<file path="src/rtl/cpu_pkg.sv">
// Shared CPU constants: NOP encoding, fetch FSM state codes and default memory geometry.
package cpu_pkg;

    localparam logic [31:0] NOP_INSTR = 32'h0000_0000;

    typedef logic [0:0] fetch_state_t;
    localparam fetch_state_t StRun  = 1'b0;
    localparam fetch_state_t StHalt = 1'b1;

    localparam int unsigned DEFAULT_MEM_WORDS = 32;
    localparam logic [31:0] DEFAULT_RESET_PC  = 32'h0000_0000;

endpackage

</file>
<file path="src/rtl/instr_fetch_unit_if.sv">
// Instruction-memory read port: fetch byte address out, combinational instruction word back.
interface instr_fetch_unit_if #(
    parameter int unsigned ADDR_W = 32
);
    logic [ADDR_W-1:0] pc_addr;
    logic [31:0]       instr;

    modport master (output pc_addr, input instr);
    modport slave  (input pc_addr, output instr);
endinterface

</file>
<file path="src/rtl/fetch_pc_sel.sv">
// Next-PC selection: jump > branch > stall > PC+4, with word-aligned redirect targets.
module fetch_pc_sel #(
    parameter int unsigned ADDR_W = 32
) (
    input  logic [ADDR_W-1:0] pc_i,
    input  logic              stall_i,
    input  logic              branch_i,
    input  logic [ADDR_W-1:0] branch_target_i,
    input  logic              jump_i,
    input  logic [ADDR_W-1:0] jump_target_i,
    output logic [ADDR_W-1:0] next_pc_o,
    output logic              redirect_o,
    output logic              misaligned_o
);

    logic [ADDR_W-1:0] raw_target;

    // Branch target is ignored entirely when a jump is present, alignment check included.
    assign raw_target   = jump_i ? jump_target_i : branch_target_i;
    assign redirect_o   = jump_i | branch_i;
    assign misaligned_o = redirect_o & (|raw_target[1:0]);

    always_comb begin
        next_pc_o = pc_i + ADDR_W'(4);
        if (redirect_o) begin
            next_pc_o = {raw_target[ADDR_W-1:2], 2'b00};
        end else if (stall_i) begin
            next_pc_o = pc_i;
        end
    end

endmodule

</file>
<file path="src/rtl/instr_fetch_unit.sv">
// IF stage: owns the PC, drives instruction memory and fills the IF/ID register.
module instr_fetch_unit
    import cpu_pkg::*;
#(
    parameter int unsigned       ADDR_W    = 32,
    parameter int unsigned       MEM_WORDS = DEFAULT_MEM_WORDS,
    parameter logic [ADDR_W-1:0] RESET_PC  = ADDR_W'(DEFAULT_RESET_PC)
) (
    input  logic                      clk_i,
    input  logic                      rst_i,
    input  logic                      stall_i,
    input  logic                      flush_i,
    input  logic                      branch_i,
    input  logic [ADDR_W-1:0]         branch_target_i,
    input  logic                      jump_i,
    input  logic [ADDR_W-1:0]         jump_target_i,
    instr_fetch_unit_if.master        imem_io,
    output logic [31:0]               instr_o,
    output logic [ADDR_W-1:0]         pc_plus4_o,
    output logic                      valid_o,
    output logic                      halted_o,
    output logic                      align_err_o,
    output logic [31:0]               fetch_cnt_o
);

    // One extra bit so the limit itself is representable even when it equals 2^ADDR_W.
    localparam logic [ADDR_W:0] PcLimit = (ADDR_W+1)'(MEM_WORDS) << 2;

    fetch_state_t      state_q, state_d;
    logic [ADDR_W-1:0] pc_q, pc_d, sel_pc, pc_plus4;
    logic [31:0]       instr_q, instr_d, cnt_q, cnt_d;
    logic [ADDR_W-1:0] pc4_q, pc4_d;
    logic              valid_q, valid_d, align_q, align_d;
    logic              redirect, misaligned, pc_oor, target_ok;

    fetch_pc_sel #(
        .ADDR_W (ADDR_W)
    ) u_pc_sel (
        .pc_i            (pc_q),
        .stall_i         (stall_i),
        .branch_i        (branch_i),
        .branch_target_i (branch_target_i),
        .jump_i          (jump_i),
        .jump_target_i   (jump_target_i),
        .next_pc_o       (sel_pc),
        .redirect_o      (redirect),
        .misaligned_o    (misaligned)
    );

    assign pc_plus4  = pc_q + ADDR_W'(4);
    assign pc_oor    = {1'b0, pc_q} >= PcLimit;
    assign target_ok = {1'b0, sel_pc} < PcLimit;

    always_comb begin
        state_d = state_q;
        pc_d    = pc_q;
        instr_d = instr_q;
        pc4_d   = pc4_q;
        valid_d = valid_q;
        cnt_d   = cnt_q;
        align_d = align_q | misaligned;

        if (state_q == StHalt) begin
            instr_d = NOP_INSTR;
            valid_d = 1'b0;
            pc4_d   = '0;
            if (redirect && target_ok) begin
                state_d = StRun;
                pc_d    = sel_pc;
            end
        end else begin
            if (redirect || !pc_oor) begin
                pc_d = sel_pc;
            end else begin
                state_d = StHalt;
            end

            if (flush_i || redirect) begin
                instr_d = NOP_INSTR;
                valid_d = 1'b0;
                pc4_d   = '0;
            end else if (stall_i) begin
                instr_d = instr_q;
            end else if (pc_oor) begin
                instr_d = NOP_INSTR;
                valid_d = 1'b0;
                pc4_d   = '0;
            end else begin
                instr_d = imem_io.instr;
                pc4_d   = pc_plus4;
                valid_d = 1'b1;
                cnt_d   = cnt_q + 32'd1;
            end
        end
    end

    always_ff @(posedge clk_i or posedge rst_i) begin
        if (rst_i) begin
            state_q <= StRun;
            pc_q    <= RESET_PC;
            instr_q <= NOP_INSTR;
            pc4_q   <= '0;
            valid_q <= 1'b0;
            align_q <= 1'b0;
            cnt_q   <= '0;
        end else begin
            state_q <= state_d;
            pc_q    <= pc_d;
            instr_q <= instr_d;
            pc4_q   <= pc4_d;
            valid_q <= valid_d;
            align_q <= align_d;
            cnt_q   <= cnt_d;
        end
    end

    assign imem_io.pc_addr = pc_q;
    assign instr_o         = instr_q;
    assign pc_plus4_o      = pc4_q;
    assign valid_o         = valid_q;
    assign halted_o        = (state_q == StHalt);
    assign align_err_o     = align_q;
    assign fetch_cnt_o     = cnt_q;

endmodule
</file>
<file path="src/flat_wrapper.sv">
// flat-port wrapper written by rule: the top's interface ports become plain ports
module instr_fetch_unit_flat import cpu_pkg::*;
#(
    parameter int unsigned       ADDR_W    = 32,
    parameter int unsigned       MEM_WORDS = DEFAULT_MEM_WORDS,
    parameter logic [ADDR_W-1:0] RESET_PC  = ADDR_W'(DEFAULT_RESET_PC)
)
  (clk_i, rst_i, stall_i, flush_i, branch_i, branch_target_i, jump_i, jump_target_i, instr_o, pc_plus4_o, valid_o, halted_o, align_err_o, fetch_cnt_o, imem_io_pc_addr, imem_io_instr);
  instr_fetch_unit_if #(.ADDR_W(ADDR_W)) imem_io_i ();
  input  logic clk_i;
  input  logic rst_i;
  input  logic stall_i;
  input  logic flush_i;
  input  logic branch_i;
  input  logic [ADDR_W-1:0] branch_target_i;
  input  logic jump_i;
  input  logic [ADDR_W-1:0] jump_target_i;
  output logic [31:0] instr_o;
  output logic [ADDR_W-1:0] pc_plus4_o;
  output logic valid_o;
  output logic halted_o;
  output logic align_err_o;
  output logic [31:0] fetch_cnt_o;
  output wire logic [$bits(imem_io_i.pc_addr)-1:0] imem_io_pc_addr;
  input wire logic [$bits(imem_io_i.instr)-1:0] imem_io_instr;
  assign imem_io_pc_addr = imem_io_i.pc_addr;
  assign imem_io_i.instr = imem_io_instr;
  instr_fetch_unit #(.ADDR_W(ADDR_W), .MEM_WORDS(MEM_WORDS), .RESET_PC(RESET_PC)) u_core (.clk_i(clk_i), .rst_i(rst_i), .stall_i(stall_i), .flush_i(flush_i), .branch_i(branch_i), .branch_target_i(branch_target_i), .jump_i(jump_i), .jump_target_i(jump_target_i), .imem_io(imem_io_i), .instr_o(instr_o), .pc_plus4_o(pc_plus4_o), .valid_o(valid_o), .halted_o(halted_o), .align_err_o(align_err_o), .fetch_cnt_o(fetch_cnt_o));
endmodule
</file>
<file path="config.mk">
export PLATFORM = sky130hd
export DESIGN_NAME = instr_fetch_unit_flat
export DESIGN_NICKNAME = d
export VERILOG_FILES = /design/src/rtl/cpu_pkg.sv /design/src/rtl/instr_fetch_unit_if.sv /design/src/rtl/fetch_pc_sel.sv /design/src/rtl/instr_fetch_unit.sv /design/src/flat_wrapper.sv
export SDC_FILE = /design/constraint.sdc
export NUM_CORES = 1
export LEC_CHECK = 0
export ABC_AREA = 1
export BUFFER_PORTS_ARGS = -buffer_cell sky130_fd_sc_hd__buf_4
export CAP_MARGIN = 25
export CORE_ASPECT_RATIO = 0.75
export CORE_MARGIN = 1.5
export CORE_UTILIZATION = 45
export CTS_BUF_LIST = sky130_fd_sc_hd__clkbuf_16
export CTS_CLUSTER_SIZE = 12
export DETAILED_ROUTE_END_ITERATION = 12
export PLACE_DENSITY = 0.77
export SLEW_MARGIN = 30
export SYNTH_ARGS = -nofsm -noshare
export SYNTH_HDL_FRONTEND = slang
export SYNTH_SLANG_ARGS = --single-unit
</file>
<file path="constraint.sdc">
create_clock -name clk_i -period 9.1 [get_ports clk_i]
set_input_delay 0.455 -clock clk_i [delete_from_list [all_inputs] [get_ports clk_i]]
set_output_delay 0.455 -clock clk_i [all_outputs]
set_load 0.005 [all_outputs]
</file>
==> flow_metrics.py, run 1 <==
metrics = {
    "timing": {
        "tightest_slew_ps": 928,
        "finalSetupViolCount": 0,
        "drv_slew": 0,
        "rsz0062_at_grt": "false",
        "fin_setup_tns_ps": 0,
        "final.setup_skew_ps": 10.7,
        "post-route-min-period_ps": 3920,
        "slew_headroom_pct": 38.0,
        "fin_crit_sh_pct": 43.0,
        "setup_ws_ps": 5180,
        "hold_violations": 0,
        "max_freq_mhz": 255,
    },
    "drt": {
        "first_iter_violations": 562,
        "postRouteAntennaNets": 0,
        "wl_per_cell_um": 16.6,
        "first_pass_iters": 5,
        "viasPerCell": 5.28,
        "drt_wl_total_mm": 21.3,
        "dr_total_vias": 6788,
        "drc": 0,
    },
    "logic_synthesis": {
        "synth_edf_count": 0,
        "ys_top_cells_by_area": "dfrtp_1, nand2_1, nor2_1",
        "ys_types": 36,
        "ys_warn_count": 0,
        "seq_area_frac_synth_pct": 47.0,
        "synth-main-ff-cell": "dfrtp_1",
        "async_flop_share_pct": 100,
        "yosysMostFrequentCell": "nand2_1",
        "ys_ff_latch": 128,
        "yosys.area.top_type": "dfrtp_1",
        "synth_top_area_share_pct": 47.0,
        "synth_common_cells": "nand2_1, dfrtp_1, nor2_1, inv_1, nand3_1",
        "syn_avg_cell_area_um2": 7.99,
        "netlist_instances": 852,
        "syn_area_um2": 6810,
    },
    "die": {
        "ios": 233,
        "start_util_pct": 46.5,
        "rows": 38,
        "fp.dieW_um": 145,
        "die_h_um": 110,
        "die-area_um2": 15900,
        "core-area_um2": 14600,
    },
    "worst_hold_path": {
        "hold_path_class": "primary input to async pin",
    },
    "cts": {
        "htreeDepth": 4,
        "cts.sinks": 128,
        "clkLatencyLatePin_ps": 410,
        "cts_inserted_buffers": 17,
        "postCtsSetupBuffers": 0,
        "postCtsHoldBufs": 0,
        "clock_path_buffers": 2,
        "clockRootBuffer": "clkbuf_16",
        "cts_resized": 0,
        "cts_tree": "built",
        "path_clk_slew_ps": 60,
    },
    "global_routing": {
        "grt_max_degree": 72,
        "grt_remaining_overflow": 0,
        "grt_pass1_vias": 6382,
        "grt_pass1_wl_mm": 33.6,
        "antenna_found_initial": 0,
        "grt.total_usage_pct": 27.0,
    },
    "flow_run": {
        "cap_viol_max_count": 0,
    },
    "final_layout": {
        "layout.cells.non_filler": 1285,
        "utilization_pct": 63.0,
        "seq_area_um2": 3200,
        "fin_nets": 1177,
        "diodes": 0,
        "area_growth_pct": 35.4,
        "fill_cells": 1302,
        "multi_input_area_um2": 3060,
        "drive_gt1_share_pct": 27.2,
    },
    "power": {
        "comb_power_share_pct": 18.3,
        "peakVddDrop_mv": 0.140,
        "p_clk_share_pct": 40.6,
        "p_seq_share_pct": 41.0,
        "switching_share_pct": 31.4,
        "internal_power_mw": 1.12,
        "p_per_area_nw_per_um2": 178,
        "power_leakage_nw": 4.56,
        "p_switching_mw": 0.515,
    },
    "run_status": {
        "run_status": "completed",
    },
    "place": {
        "dp_hpwl_mm": 15.7,
        "dpl.cell_count": 1253,
        "dpl_worst_slack_ps": 4760,
        "io_buffers": 230,
        "gp_congestion": 0.993,
    },
    "critical_path": {
        "cp_max_fo": 46,
        "worstSetupPathType": "primary input to register",
        "critPathRequiredTime_ps": 9430,
        "critPathCaptureType": "register",
        "cp.arrival_ps": 4250,
        "r2r-start": "u_core.imem_io.pc_addr[2]",
        "critPathLaunch": "jump_i",
        "worstSetupStartpointType": "primary input",
    },
}
[layout by cell type (no fill, tap or decap), types with 2 or more instances in the layout]
master / instances
nor4_1: 3
nand3_2: 3
a32o_1: 32
o21ai_1: 19
xor2_1: 24
clkinv_4: 2
ha_1: 3
a22oi_1: 17
nand4_1: 15
o22ai_1: 11
nor2_2: 4
clkbuf_16: 17
nor2_4: 6
nor3_1: 10
clkinvlp_4: 2
inv_6: 7
o21ai_0: 37
inv_2: 8
xnor2_1: 14
nand3_1: 56
conb_1: 2
nand2_2: 4
a21oi_1: 9
nand2_1: 216
nor2_1: 100
inv_1: 88
buf_4: 234
dfrtp_1: 128
inv_8: 2
[logic make-up (layout without fill, tap and decap cells)]
kind of cell | after synthesis | count (layout) | share of synthesized area, %
xor+xnor | 38 | 38 | 4.89
flops | 128 | 128 | 47.0
buf+inv | 132 | 364 | 8.12
simple gates | 422 | 422 | 26.7
other cells | 1 | 2 | 0.0551
compound gates | 128 | 128 | 12.7
fa+ha+maj | 3 | 3 | 0.551
[layout make-up]
class | count | area share (%)
clock buffers | 17 | 4.61
clock inverters | 15 | 1.63
inverters | 97 | 3.97
multi-input cells | 593 | 33.2
flip-flops and latches | 128 | 34.7
well taps | 200 | 2.71
repair buffers | 235 | 19.2
[worst paths after layout]
check	to	slack, ps	cells after the start
setup reg to reg	u_core.imem_io.pc_addr[29]	5700	16
min in group clk_i	u_core.instr_o[18]	250	2
max in group asynchronous	u_core.instr_o[10]	7820	3
setup / recovery	u_core.imem_io.pc_addr[29]	5180	18
hold / removal	u_core.imem_io.pc_addr[10]	170	2
hold reg to reg	u_core.pc_plus4_o[19]	490	2
[flip-flops by register name, indices dropped and copies added (netlist names)]
register / flops
u_core.align_err_o: 1
u_core.fetch_cnt_o: 32
u_core.halted_o: 1
u_core.imem_io.pc_addr: 30
u_core.instr_o: 32
u_core.pc_plus4_o: 31
u_core.valid_o: 1
[metrics by stage]
stage / instance area (µm²) / hold slack [ps] / power (mW)
2_1_floorplan: 6820 / 460 / 0.820
3_3_place_gp: 8650 / 482 / 0.974
3_5_place_dp: 8650 / 484 / 0.977
4_1_cts: 9220 / 196 / 1.64
5_1_grt: 9230 / 245 / 1.71
6_report: 9230 / 169 / 1.64
[worst max-delay path, cell delays in order]
cell and delay (ps):
buf_4 310, nor2_1 90, nand2_1 690, inv_2 590, nand2_1 190, nand3_1 90, inv_1 60, nand2_1 70
nor2_1 100, nand2_1 60, nor2_1 90, nand3_1 90, nor2_1 100, nand3_1 70, nand2_1 500, buf_4 460
nand2_1 90, o21ai_1 100
[layer usage]
metal	track usage [%]	vias to the layer above	wire, µm
li1	-	3232	-
met2	42.3	311	9530
met5	0	-	0
met1	36.4	3210	9420
met4	8.45	0	472
met3	7.63	35	1850
[power groups by stage]
stage	clock network [mW]	registers [mW]	logic [mW]
floorplan	0	0.665	0.155
global placement	0	0.680	0.294
detailed placement	0	0.680	0.297
CTS	0.674	0.670	0.298
global route	0.697	0.678	0.334
finish	0.666	0.672	0.301
(Power assumes the default switching activity.)
==> inputs of run 2 (changes only) <==
==> constraint.sdc (replaced) <==
create_clock -name clk_i -period 4 [get_ports clk_i]
set_input_delay 0.2 -clock clk_i [delete_from_list [all_inputs] [get_ports clk_i]]
set_output_delay 0.2 -clock clk_i [all_outputs]
set_load 0.005 [all_outputs]
==> run 2 against run 1 <==
First-iteration DRC count rose by 7.8%. Largest power group unchanged. Highest routed layer unchanged. Sequential cell count did not move. Critical path depth rose by 1. Die area did not move.
==> flow_metrics.py, run 2 (same netlist as run 1, synthesis figures left out) <==
metrics = {
    "timing": {
        "fin_crit_sh_pct": 71.4,
        "max_freq_mhz": 350,
        "tightest_slew_ps": 711,
        "post-route-min-period_ps": 2860,
        "drv_slew": 0,
        "slew_headroom_pct": 52.6,
        "finalSetupViolCount": 0,
        "hold_violations": 0,
        "fin_setup_tns_ps": 0,
        "rsz0062_at_grt": "false",
        "final.setup_skew_ps": 12.7,
    },
    "power": {
        "p_per_area_nw_per_um2": 397,
        "peakVddDrop_mv": 0.349,
        "p_total_mw": 3.76,
        "power_leakage_nw": 4.67,
    },
    "critical_path": {
        "cpPeakStageDelay_ps": 490,
        "worstSetupPathType": "register to register",
        "cp.arrival_ps": 3170,
        "worstSetupStartpointType": "register",
        "critPathCaptureType": "register",
        "path_cells": "ha_1 -> nand3_2 -> inv_2 -> nand3_1 -> nand2_1 -> nand2_1 -> nand2_1 -> nand2_1 -> nor2_1 -> nand2_1 -> inv_1 -> nand2_1 -> nor2_1 -> nand3_1 -> nand2_1 -> buf_4 -> nand2_1 -> nand2_1 -> nand2_1",
        "cp_slowest_cell": "dfrtp_1",
        "crit_family": "simple AND/OR/NAND/NOR gates",
        "critPathRequiredTime_ps": 4310,
        "path_buf_inv": 3,
        "crit_path_frequent_cell": "nand2_1",
        "cp_max_fo": 21,
    },
    "cts": {
        "clock_path_buffers": 2,
        "clockRootBuffer": "clkbuf_16",
        "cts_tree": "built",
        "cts_resized": 0,
        "cts_inserted_buffers": 17,
        "cts.sinks": 128,
        "postCtsSetupBuffers": 0,
        "clkLatencyLatePin_ps": 420,
        "htreeDepth": 4,
        "path_clk_slew_ps": 60,
    },
    "drt": {
        "first_iter_violations": 606,
        "drc": 0,
        "drt_wl_total_mm": 22.1,
        "wl_per_cell_um": 16.9,
        "postRouteAntennaNets": 0,
        "dr_total_vias": 6952,
        "first_pass_iters": 5,
        "viasPerCell": 5.30,
    },
    "final_layout": {
        "diodes": 0,
        "drive_gt1_share_pct": 27.2,
        "final_common_cell": "buf_4",
        "layout.cells.non_filler": 1311,
        "most-common-layout-cells": "buf_4, nand2_1, dfrtp_1",
        "area_growth_pct": 39.0,
        "fin_nets": 1203,
        "fill_cells": 1272,
    },
    "run_status": {
        "run_status": "completed",
    },
    "place": {
        "gp_congestion": 0.986,
        "dpl.cell_count": 1259,
        "dp_hpwl_mm": 15.8,
        "io_buffers": 230,
    },
    "global_routing": {
        "grt_remaining_overflow": 0,
        "grt.total_usage_pct": 27.9,
        "grt_pass1_vias": 6568,
        "grt_pass1_wl_mm": 34.7,
        "grt_max_degree": 75,
        "antenna_found_initial": 0,
    },
    "die": {
        "core-area_um2": 14600,
        "start_util_pct": 46.5,
        "die_h_um": 110,
        "ios": 233,
        "rows": 38,
        "die-area_um2": 15900,
        "fp.dieW_um": 145,
    },
    "worst_hold_path": {
        "hold_path_class": "primary input to register",
    },
    "flow_run": {
        "cap_viol_max_count": 0,
    },
}
-- run 2: cell count changes in the layout (fill, tap and decap cells not counted), sizes merged --
cell         delta
clkinv          -1
dlygate4sd3    +20
buf             +6
clkinvlp        +1
-- run 2: where the power goes --
group | total [mW] | internal, mW | switching (mW)
sequential | 1.53 | 1.38 | 0.148
clock | 1.52 | 0.874 | 0.645
combinational | 0.716 | 0.315 | 0.401
-- run 2: what timing repair did --
action / in CTS / in global routing
endpoints found under the hold margin: 17 / 74
hold buffers: 17 / 3
setup endpoints to repair: 0 / 0
-- run 2: final cells by class --
| class | instances | area, µm² | share of cell area [%] |
|---|---|---|---|
| multi-input cells | 593 | 3060 | 32.4 |
| flip-flops and latches | 128 | 3200 | 33.8 |
| clock buffers | 17 | 425 | 4.49 |
| repair buffers | 261 | 2010 | 21.2 |
| inverters | 97 | 369 | 3.90 |
| well taps | 200 | 250 | 2.64 |
| clock inverters | 15 | 149 | 1.57 |
-- run 2: final timing paths --
path / endpoint / start / slack [ps] / cells after the start
hold / removal: u_core.instr_o[29] / imem_io_instr[29] / 7 / 2
max in group asynchronous: u_core.fetch_cnt_o[16] / rst_i / 2660 / 4
hold reg to reg: u_core.align_err_o / u_core.align_err_o / 480 / 2
setup / recovery: u_core.imem_io.pc_addr[6] / u_core.imem_io.pc_addr[2] / 1140 / 19
min in group asynchronous: u_core.imem_io.pc_addr[10] / rst_i / 440 / 3
setup reg to reg: u_core.imem_io.pc_addr[6] / u_core.imem_io.pc_addr[2] / 1140 / 19
-- run 2: stage by stage --
step	setup WS [ps]	instance area [µm²]	hold slack [ps]	util (%)
finish	1140	9470	7.03	64.7
global route	918	9470	2.73	64.7
CTS	1200	9440	0.926	64.4
detailed placement	1110	8690	424	59.3
global placement	1190	8690	416	59.3
floorplan	387	6820	333	-
-- run 2: layer usage --
layer	vias to the layer above	GRT usage, %	routed length, µm	part of all wire, %
li1	3289	-	-	-
met4	0	7.00	415	1.9
met1	3309	39.1	9740	44
met3	26	7.39	1940	8.8
met2	328	43.2	10000	45
met5	-	0	0	0
